===== config.mk =====
export PLATFORM = sky130hd
export DESIGN_NAME = fetch_buffer_flat
export DESIGN_NICKNAME = d
export VERILOG_FILES = /design/src/rtl/fetch_buffer_if.sv /design/src/rtl/fetch_buffer.sv /design/src/flat_wrapper.sv
export SDC_FILE = /design/constraint.sdc
export NUM_CORES = 2
export LEC_CHECK = 0
export BUFFER_PORTS_ARGS = -buffer_cell sky130_fd_sc_hd__buf_2
export CORE_ASPECT_RATIO = 1.75
export CORE_MARGIN = 2
export CORE_UTILIZATION = 48
export CTS_CLUSTER_DIAMETER = 30
export DETAILED_ROUTE_END_ITERATION = 10
export MAX_ROUTING_LAYER = met4
export PLACE_DENSITY = 0.71
export SLEW_MARGIN = 30
export SYNTH_ARGS = -nofsm -noshare
export SYNTH_HDL_FRONTEND = slang
export SYNTH_SLANG_ARGS = --single-unit

===== constraint.sdc =====
create_clock -name clock -period 16.9 [get_ports clock]
set_input_delay 1.69 -clock clock [delete_from_list [all_inputs] [get_ports clock]]
set_output_delay 1.69 -clock clock [all_outputs]
set_load 0.02 [all_outputs]

===== src/rtl/fetch_buffer_if.sv =====
// fetch_buffer_if: signal bundle between icache, fetch buffer and decode.
// FETCH_BUFFER_PERF_EN adds the fetch_bubble_cnt counter output.
`ifndef XLEN
`define XLEN 32
`endif
`ifndef N_WAY
`define N_WAY 3
`endif
interface fetch_buffer_if #(
    parameter int N_WAY = `N_WAY,
    parameter int IB_DEPTH = 8
);
    localparam int CW = $clog2(N_WAY) + 1;
    localparam int OW = $clog2(IB_DEPTH) + 1;
    logic redirect_en;
    logic [`XLEN-1:0] redirect_pc;
    logic [N_WAY-1:0][`XLEN-1:0] Icache_data_out;
    logic [N_WAY-1:0][`XLEN-1:0] Icache_addr_out;
    logic [N_WAY-1:0] Icache_valid_out;
    logic [CW-1:0] dec_ready_count;
    logic [`XLEN-1:0] proc2Icache_addr;
    logic [CW-1:0] proc2Icache_count;
    logic [N_WAY-1:0][`XLEN-1:0] ib_inst_out;
    logic [N_WAY-1:0][`XLEN-1:0] ib_pc_out;
    logic [N_WAY-1:0] ib_valid_out;
    logic [OW-1:0] ib_occupancy;
`ifdef FETCH_BUFFER_PERF_EN
    logic [31:0] fetch_bubble_cnt;
`endif
    modport slave (
        input redirect_en, redirect_pc, Icache_data_out, Icache_addr_out, Icache_valid_out, dec_ready_count,
        output proc2Icache_addr, proc2Icache_count, ib_inst_out, ib_pc_out, ib_valid_out, ib_occupancy
`ifdef FETCH_BUFFER_PERF_EN
        , output fetch_bubble_cnt
`endif
    );
    modport master (
        output redirect_en, redirect_pc, Icache_data_out, Icache_addr_out, Icache_valid_out, dec_ready_count,
        input proc2Icache_addr, proc2Icache_count, ib_inst_out, ib_pc_out, ib_valid_out, ib_occupancy
`ifdef FETCH_BUFFER_PERF_EN
        , input fetch_bubble_cnt
`endif
    );
endinterface


===== src/rtl/fetch_buffer.sv =====
// fetch_buffer: fetch PC generator and in-order instruction buffer between icache and decode.
// Define FETCH_BUFFER_PERF_EN to add the saturating fetch_bubble_cnt counter.
`ifndef XLEN
`define XLEN 32
`endif
`ifndef N_WAY
`define N_WAY 3
`endif
module fetch_buffer #(
    parameter int N_WAY = `N_WAY,
    parameter int IB_DEPTH = 8,
    parameter logic [`XLEN-1:0] RESET_PC = '0
) (
    input logic clock,
    input logic reset,
    fetch_buffer_if.slave bus
);
    localparam int PW = $clog2(IB_DEPTH);
    localparam int CW = $clog2(N_WAY) + 1;
    localparam int OW = PW + 1;
    logic [`XLEN-1:0] fetch_pc_q, fetch_pc_d;
    logic [PW-1:0] head_q, head_d, tail_q, tail_d;
    logic [OW-1:0] occ_q, occ_d;
    logic squash_q, squash_d;
    logic [`XLEN-1:0] inst_mem [IB_DEPTH];
    logic [`XLEN-1:0] pc_mem [IB_DEPTH];
    logic [OW-1:0] space, ready, accept_n, deq_n;
    logic run;
    assign space = OW'(IB_DEPTH) - occ_q;
    assign ready = OW'(bus.dec_ready_count);
    assign deq_n = ready < occ_q ? ready : occ_q;
    assign bus.proc2Icache_addr = fetch_pc_q;
    assign bus.proc2Icache_count = space < OW'(N_WAY) ? CW'(space) : CW'(N_WAY);
    assign bus.ib_occupancy = occ_q;
    // Accept the longest in-order, address-matched prefix that still fits.
    always_comb begin
        accept_n = '0;
        run = !squash_q;
        for (int i = 0; i < N_WAY; i++) begin
            run = run && bus.Icache_valid_out[i] && OW'(i) < space &&
                  bus.Icache_addr_out[i] == fetch_pc_q + `XLEN'(4 * i);
            accept_n = accept_n + OW'(run);
        end
    end
    always_comb begin
        fetch_pc_d = bus.redirect_en ? bus.redirect_pc : fetch_pc_q + (`XLEN'(accept_n) << 2);
        head_d = bus.redirect_en ? '0 : head_q + PW'(deq_n);
        tail_d = bus.redirect_en ? '0 : tail_q + PW'(accept_n);
        occ_d = bus.redirect_en ? '0 : occ_q + accept_n - deq_n;
        squash_d = bus.redirect_en;
    end
    always_ff @(posedge clock or posedge reset) begin
        if (reset) begin
            fetch_pc_q <= RESET_PC;
            head_q <= '0;
            tail_q <= '0;
            occ_q <= '0;
            squash_q <= 1'b1;
        end else begin
            fetch_pc_q <= fetch_pc_d;
            head_q <= head_d;
            tail_q <= tail_d;
            occ_q <= occ_d;
            squash_q <= squash_d;
        end
    end
    always_ff @(posedge clock) begin
        for (int i = 0; i < N_WAY; i++)
            if (!bus.redirect_en && OW'(i) < accept_n) begin
                inst_mem[tail_q + PW'(i)] <= bus.Icache_data_out[i];
                pc_mem[tail_q + PW'(i)] <= bus.Icache_addr_out[i];
            end
    end
    always_comb begin
        for (int i = 0; i < N_WAY; i++) begin
            bus.ib_inst_out[i] = inst_mem[head_q + PW'(i)];
            bus.ib_pc_out[i] = pc_mem[head_q + PW'(i)];
            bus.ib_valid_out[i] = OW'(i) < occ_q;
        end
    end
`ifdef FETCH_BUFFER_PERF_EN
    logic [31:0] bubble_q, bubble_d;
    always_comb
        bubble_d = bus.redirect_en ? '0 :
                   (accept_n == '0 && !squash_q && occ_q < OW'(IB_DEPTH) && bubble_q != '1) ? bubble_q + 32'd1 :
                   bubble_q;
    always_ff @(posedge clock or posedge reset) begin
        if (reset) bubble_q <= '0;
        else bubble_q <= bubble_d;
    end
    assign bus.fetch_bubble_cnt = bubble_q;
`endif
endmodule


===== src/flat_wrapper.sv =====
// flat-port wrapper written by rule: the top's interface ports become plain ports
module fetch_buffer_flat 
#(
    parameter int N_WAY = `N_WAY,
    parameter int IB_DEPTH = 8,
    parameter logic [`XLEN-1:0] RESET_PC = '0
)
  (clock, reset, bus_redirect_en, bus_redirect_pc, bus_Icache_data_out, bus_Icache_addr_out, bus_Icache_valid_out, bus_dec_ready_count, bus_proc2Icache_addr, bus_proc2Icache_count, bus_ib_inst_out, bus_ib_pc_out, bus_ib_valid_out, bus_ib_occupancy);
  fetch_buffer_if #(.N_WAY(N_WAY), .IB_DEPTH(IB_DEPTH)) bus_i ();
  input logic clock;
  input logic reset;
  input wire logic [$bits(bus_i.redirect_en)-1:0] bus_redirect_en;
  input wire logic [$bits(bus_i.redirect_pc)-1:0] bus_redirect_pc;
  input wire logic [$bits(bus_i.Icache_data_out)-1:0] bus_Icache_data_out;
  input wire logic [$bits(bus_i.Icache_addr_out)-1:0] bus_Icache_addr_out;
  input wire logic [$bits(bus_i.Icache_valid_out)-1:0] bus_Icache_valid_out;
  input wire logic [$bits(bus_i.dec_ready_count)-1:0] bus_dec_ready_count;
  output wire logic [$bits(bus_i.proc2Icache_addr)-1:0] bus_proc2Icache_addr;
  output wire logic [$bits(bus_i.proc2Icache_count)-1:0] bus_proc2Icache_count;
  output wire logic [$bits(bus_i.ib_inst_out)-1:0] bus_ib_inst_out;
  output wire logic [$bits(bus_i.ib_pc_out)-1:0] bus_ib_pc_out;
  output wire logic [$bits(bus_i.ib_valid_out)-1:0] bus_ib_valid_out;
  output wire logic [$bits(bus_i.ib_occupancy)-1:0] bus_ib_occupancy;
  assign bus_i.redirect_en = bus_redirect_en;
  assign bus_i.redirect_pc = bus_redirect_pc;
  assign bus_i.Icache_data_out = bus_Icache_data_out;
  assign bus_i.Icache_addr_out = bus_Icache_addr_out;
  assign bus_i.Icache_valid_out = bus_Icache_valid_out;
  assign bus_i.dec_ready_count = bus_dec_ready_count;
  assign bus_proc2Icache_addr = bus_i.proc2Icache_addr;
  assign bus_proc2Icache_count = bus_i.proc2Icache_count;
  assign bus_ib_inst_out = bus_i.ib_inst_out;
  assign bus_ib_pc_out = bus_i.ib_pc_out;
  assign bus_ib_valid_out = bus_i.ib_valid_out;
  assign bus_ib_occupancy = bus_i.ib_occupancy;
  fetch_buffer #(.N_WAY(N_WAY), .IB_DEPTH(IB_DEPTH), .RESET_PC(RESET_PC)) u_core (.clock(clock), .reset(reset), .bus(bus_i));
endmodule

==> flow_summary.toml <==
[status]
status = "finished, final reports clean"

[clocking]
ctsRootBufferMaster = "clkbuf_16"
cts_tree = "built"
ctsHoldBuffers = 0
cts_sinks = 555
htree_num_levels = 3
numCtsBuffers = 97
cts_setup_buffers = 0
cts.repair.resized = 0
clk_latency_ns = 0.68
clk_pin_slew_ns = 0.05
clockBufferDepth = 3

[logic_synthesis]
ys_ff_latch = 555
synth.distinct_cells = 61
ys_seq_area_share_pct = 40.3
synth_area_um2 = 40800
syn_inst = 4011
synth_warnings = 0
synth-async-reset-ratio_pct = 7.75
syn_nets = 4274
synth_edf_count = 512
synth_area_per_cell_um2 = 10.2
synthFlopType = "edfxtp_1"

[sta]
finalClockSkew_ns = 0.0404
final.setup.worst_slack_ns = 9.33
hold_viol = 0
drv_slew = 0
tightest_slew_ns = 1.04
max_freq_mhz = 132
slew-limit-headroom_pct = 30.8
fin_crit_ns = 7.57
setup_viol = 0
rsz0062_at_grt = "false"
finalSetupTns_ns = 0
hold_ws_ns = 0.694
finalCritPeriodShare_pct = 44.8

[power_and_ir_drop]
pwr_density_cell_nw_per_um2 = 142
peakVddDrop_v = 0.000204
power_mw = 6.62
leakage_nw = 17.4

[floorplan]
rows = 141
dieWidth_um = 224
io_pins = 467
start_util_pct = 48.4
fp.dieArea_um2 = 87500
die_height_um = 390
core_area_um2 = 84300

[place]
gp_congestion = 0.963
dp_worst_setup_slack_ns = 8.90
port_buffers = 465
dp.cells = 5086
place.detailed.hpwl_um = 94000
dpl_cell_area_um2 = 43200

[job]
cap_viol_max_count = 0

[worst_setup_path]
reg2reg_slack_ns = 9.33
worstSetupStartpoint = "u_core.bus.proc2Icache_addr[3]"
critPathCaptureType = "flip-flop"
setup.worst_path.class = "reg -> reg"
crit_path_frequent_cell = "nand2_4"
rr_startpoint = "u_core.bus.proc2Icache_addr[3]"
cp.arrival_ns = 7.84
reg2regPathDepth = 14
crit_fanout = 47
cp_num_buf_inv = 2
crit_slowest_cell = "buf_4"
cp-start-kind = "flip-flop"
slowest_delay_ns = 0.80
critPathTopFamily = "simple AND/OR/NAND/NOR gates"
crit_chain = "ha_1 -> nand3_4 -> nor3_1 -> xnor2_1 -> o211ai_1 -> nor4_1 -> nand4_1 -> nor4_2 -> fa_1 -> inv_1 -> nor2_1 -> nand2_4 -> nand2_4 -> buf_4"
crit_cells = 14
critPathRequiredTime_ns = 17.17

[route]
via_per_inst = 6.40
drt-pass1-iter-count = 6
num_vias = 33900
ant_nets = 0
postRouteWirelength_um = 148000
avgRoutedWirePerCell_um = 28.0
post-route-drc-count = 0
drt-initial-drc-count = 3819

[final_layout]
drive_above_1_share_pct = 26.6
nets = 4377
syn2layout_area_growth_pct = 14.6
fillers = 7144
final_core_util_pct = 55.4
fin_area_um2 = 46800
final-seq-area_um2 = 16500
multiInputGateArea_um2 = 22500
layoutNonFillerInstCount = 5297

[grt]
track_usage_pct = 34.3
grt_pass1_wl_um = 214000
grt_max_degree = 220
grt_pass1_vias = 33100
antenna_found_initial = 29
grt_overflow = 0

[min_path]
hold_class = "reg -> reg"
hp-start = "u_core.bus.proc2Icache_addr[1]"
hold_path_depth = 1
==> worst paths after layout <==
kind / to
worst max register to register: u_core.inst_mem[1][28]
max in group asynchronous: u_core.head_q[2]
min in group asynchronous: u_core.bus.proc2Icache_addr[10]
worst min-delay path: u_core.bus.proc2Icache_addr[1]
worst max-delay path: u_core.inst_mem[1][28]
worst min register to register: u_core.bus.proc2Icache_addr[1]
==> final cells by class <==
class / count / share of cell area [%]
Multi-Input combinational cell: 2917 / 48.1
Antenna cell: 32 / 0.171
Tap cell: 1072 / 2.87
Clock buffer: 105 / 5.35
Inverter: 22 / 0.187
Sequential cell: 555 / 35.2
Clock inverter: 73 / 2.11
Timing Repair Buffer: 521 / 6.04
==> layer usage <==
metal	share of wire [%]	vias up	GRT usage, %
met1	36	16400	40.7
met3	9.5	520	6.36
met2	48	2104	55.2
met4	6.1	0	18.7
li1	-	14900	-
met5	0	-	-
==> cells in the mapped netlist (3+ instances only) <==
| cell | number | area (µm²) |
|---|---|---|
| mux4_2 | 192 | 4320 |
| mux2i_1 | 576 | 5770 |
| inv_1 | 22 | 82.6 |
| xnor2_1 | 81 | 709 |
| and4_1 | 3 | 26.3 |
| ha_1 | 23 | 288 |
| clkbuf_2 | 32 | 160 |
| or3_1 | 10 | 62.6 |
| o31ai_1 | 4 | 30.0 |
| mux2_2 | 198 | 2230 |
| o21ai_0 | 621 | 3110 |
| nor4_1 | 29 | 181 |
| xor2_1 | 73 | 639 |
| nor3b_1 | 3 | 22.5 |
| buf_1 | 98 | 368 |
| nand3_1 | 17 | 85.1 |
| nand2b_1 | 6 | 37.5 |
| o211ai_1 | 5 | 37.5 |
| nand2_1 | 652 | 2450 |
| buf_2 | 20 | 100 |
| o22ai_1 | 5 | 31.3 |
| nand4_1 | 21 | 131 |
| dfrtp_1 | 42 | 1050 |
| edfxtp_1 | 512 | 15400 |
| a21oi_1 | 142 | 711 |
| fa_1 | 7 | 140 |
| nor2b_1 | 11 | 68.8 |
| buf_4 | 5 | 37.5 |
| a21o_1 | 6 | 45.0 |
| or4_1 | 6 | 45.0 |
| nor2_1 | 161 | 604 |
| clkbuf_1 | 362 | 1360 |
| nor3_1 | 28 | 140 |
==> cells by family after synthesis <==
family	synth area share (%)
multiplexers	30.2
AND/OR/NAND/NOR	9.87
AO/OA/AOI/OAI	10.1
flip-flops	40.3
buffers and inverters	5.16
XOR/XNOR	3.30
adder cells (fa/ha/maj)	1.05
other	0.00919
==> power by group <==
| part | switching, mW | total [mW] | leakage (nW) | internal (mW) |
|---|---|---|---|---|
| clock network | 0.756 | 2.11 | 1.67 | 1.36 |
| logic | 1.74 | 2.91 | 10.6 | 1.17 |
| registers | 0.0782 | 1.59 | 5.13 | 1.52 |
==> layout by cell type, fill, tap and decap left out, types with 7 or more instances in the layout <==
master / instances
nand2_1: 646
o21ai_0: 619
mux2i_1: 576
edfxtp_1: 512
buf_2: 465
mux2_2: 198
mux4_2: 192
nor2_1: 156
a21oi_1: 142
clkbuf_16: 99
xnor2_1: 81
xor2_1: 72
buf_4: 43
dfrtp_1: 39
diode_2: 32
nor4_1: 28
nor3_1: 23
ha_1: 22
nand4_1: 21
inv_1: 20
bufinv_16: 18
nand3_1: 15
inv_6: 14
clkinvlp_4: 12
nor2b_1: 11
or3_1: 10
buf_6: 10
clkinv_2: 9
clkinv_4: 8
fa_1: 7
clkinv_1: 7
==> registers in the layout, summed over array words and instances (netlist names) <==
| name | count |
|---|---|
| u_core.inst_mem | 256 |
| u_core.bus.ib_occupancy | 4 |
| u_core.pc_mem | 256 |
| u_core.tail_q | 3 |
| u_core.bus.proc2Icache_addr | 32 |
| u_core.squash_q | 1 |
| u_core.head_q | 3 |
Note: power is estimated with default switching activity, not from simulation.
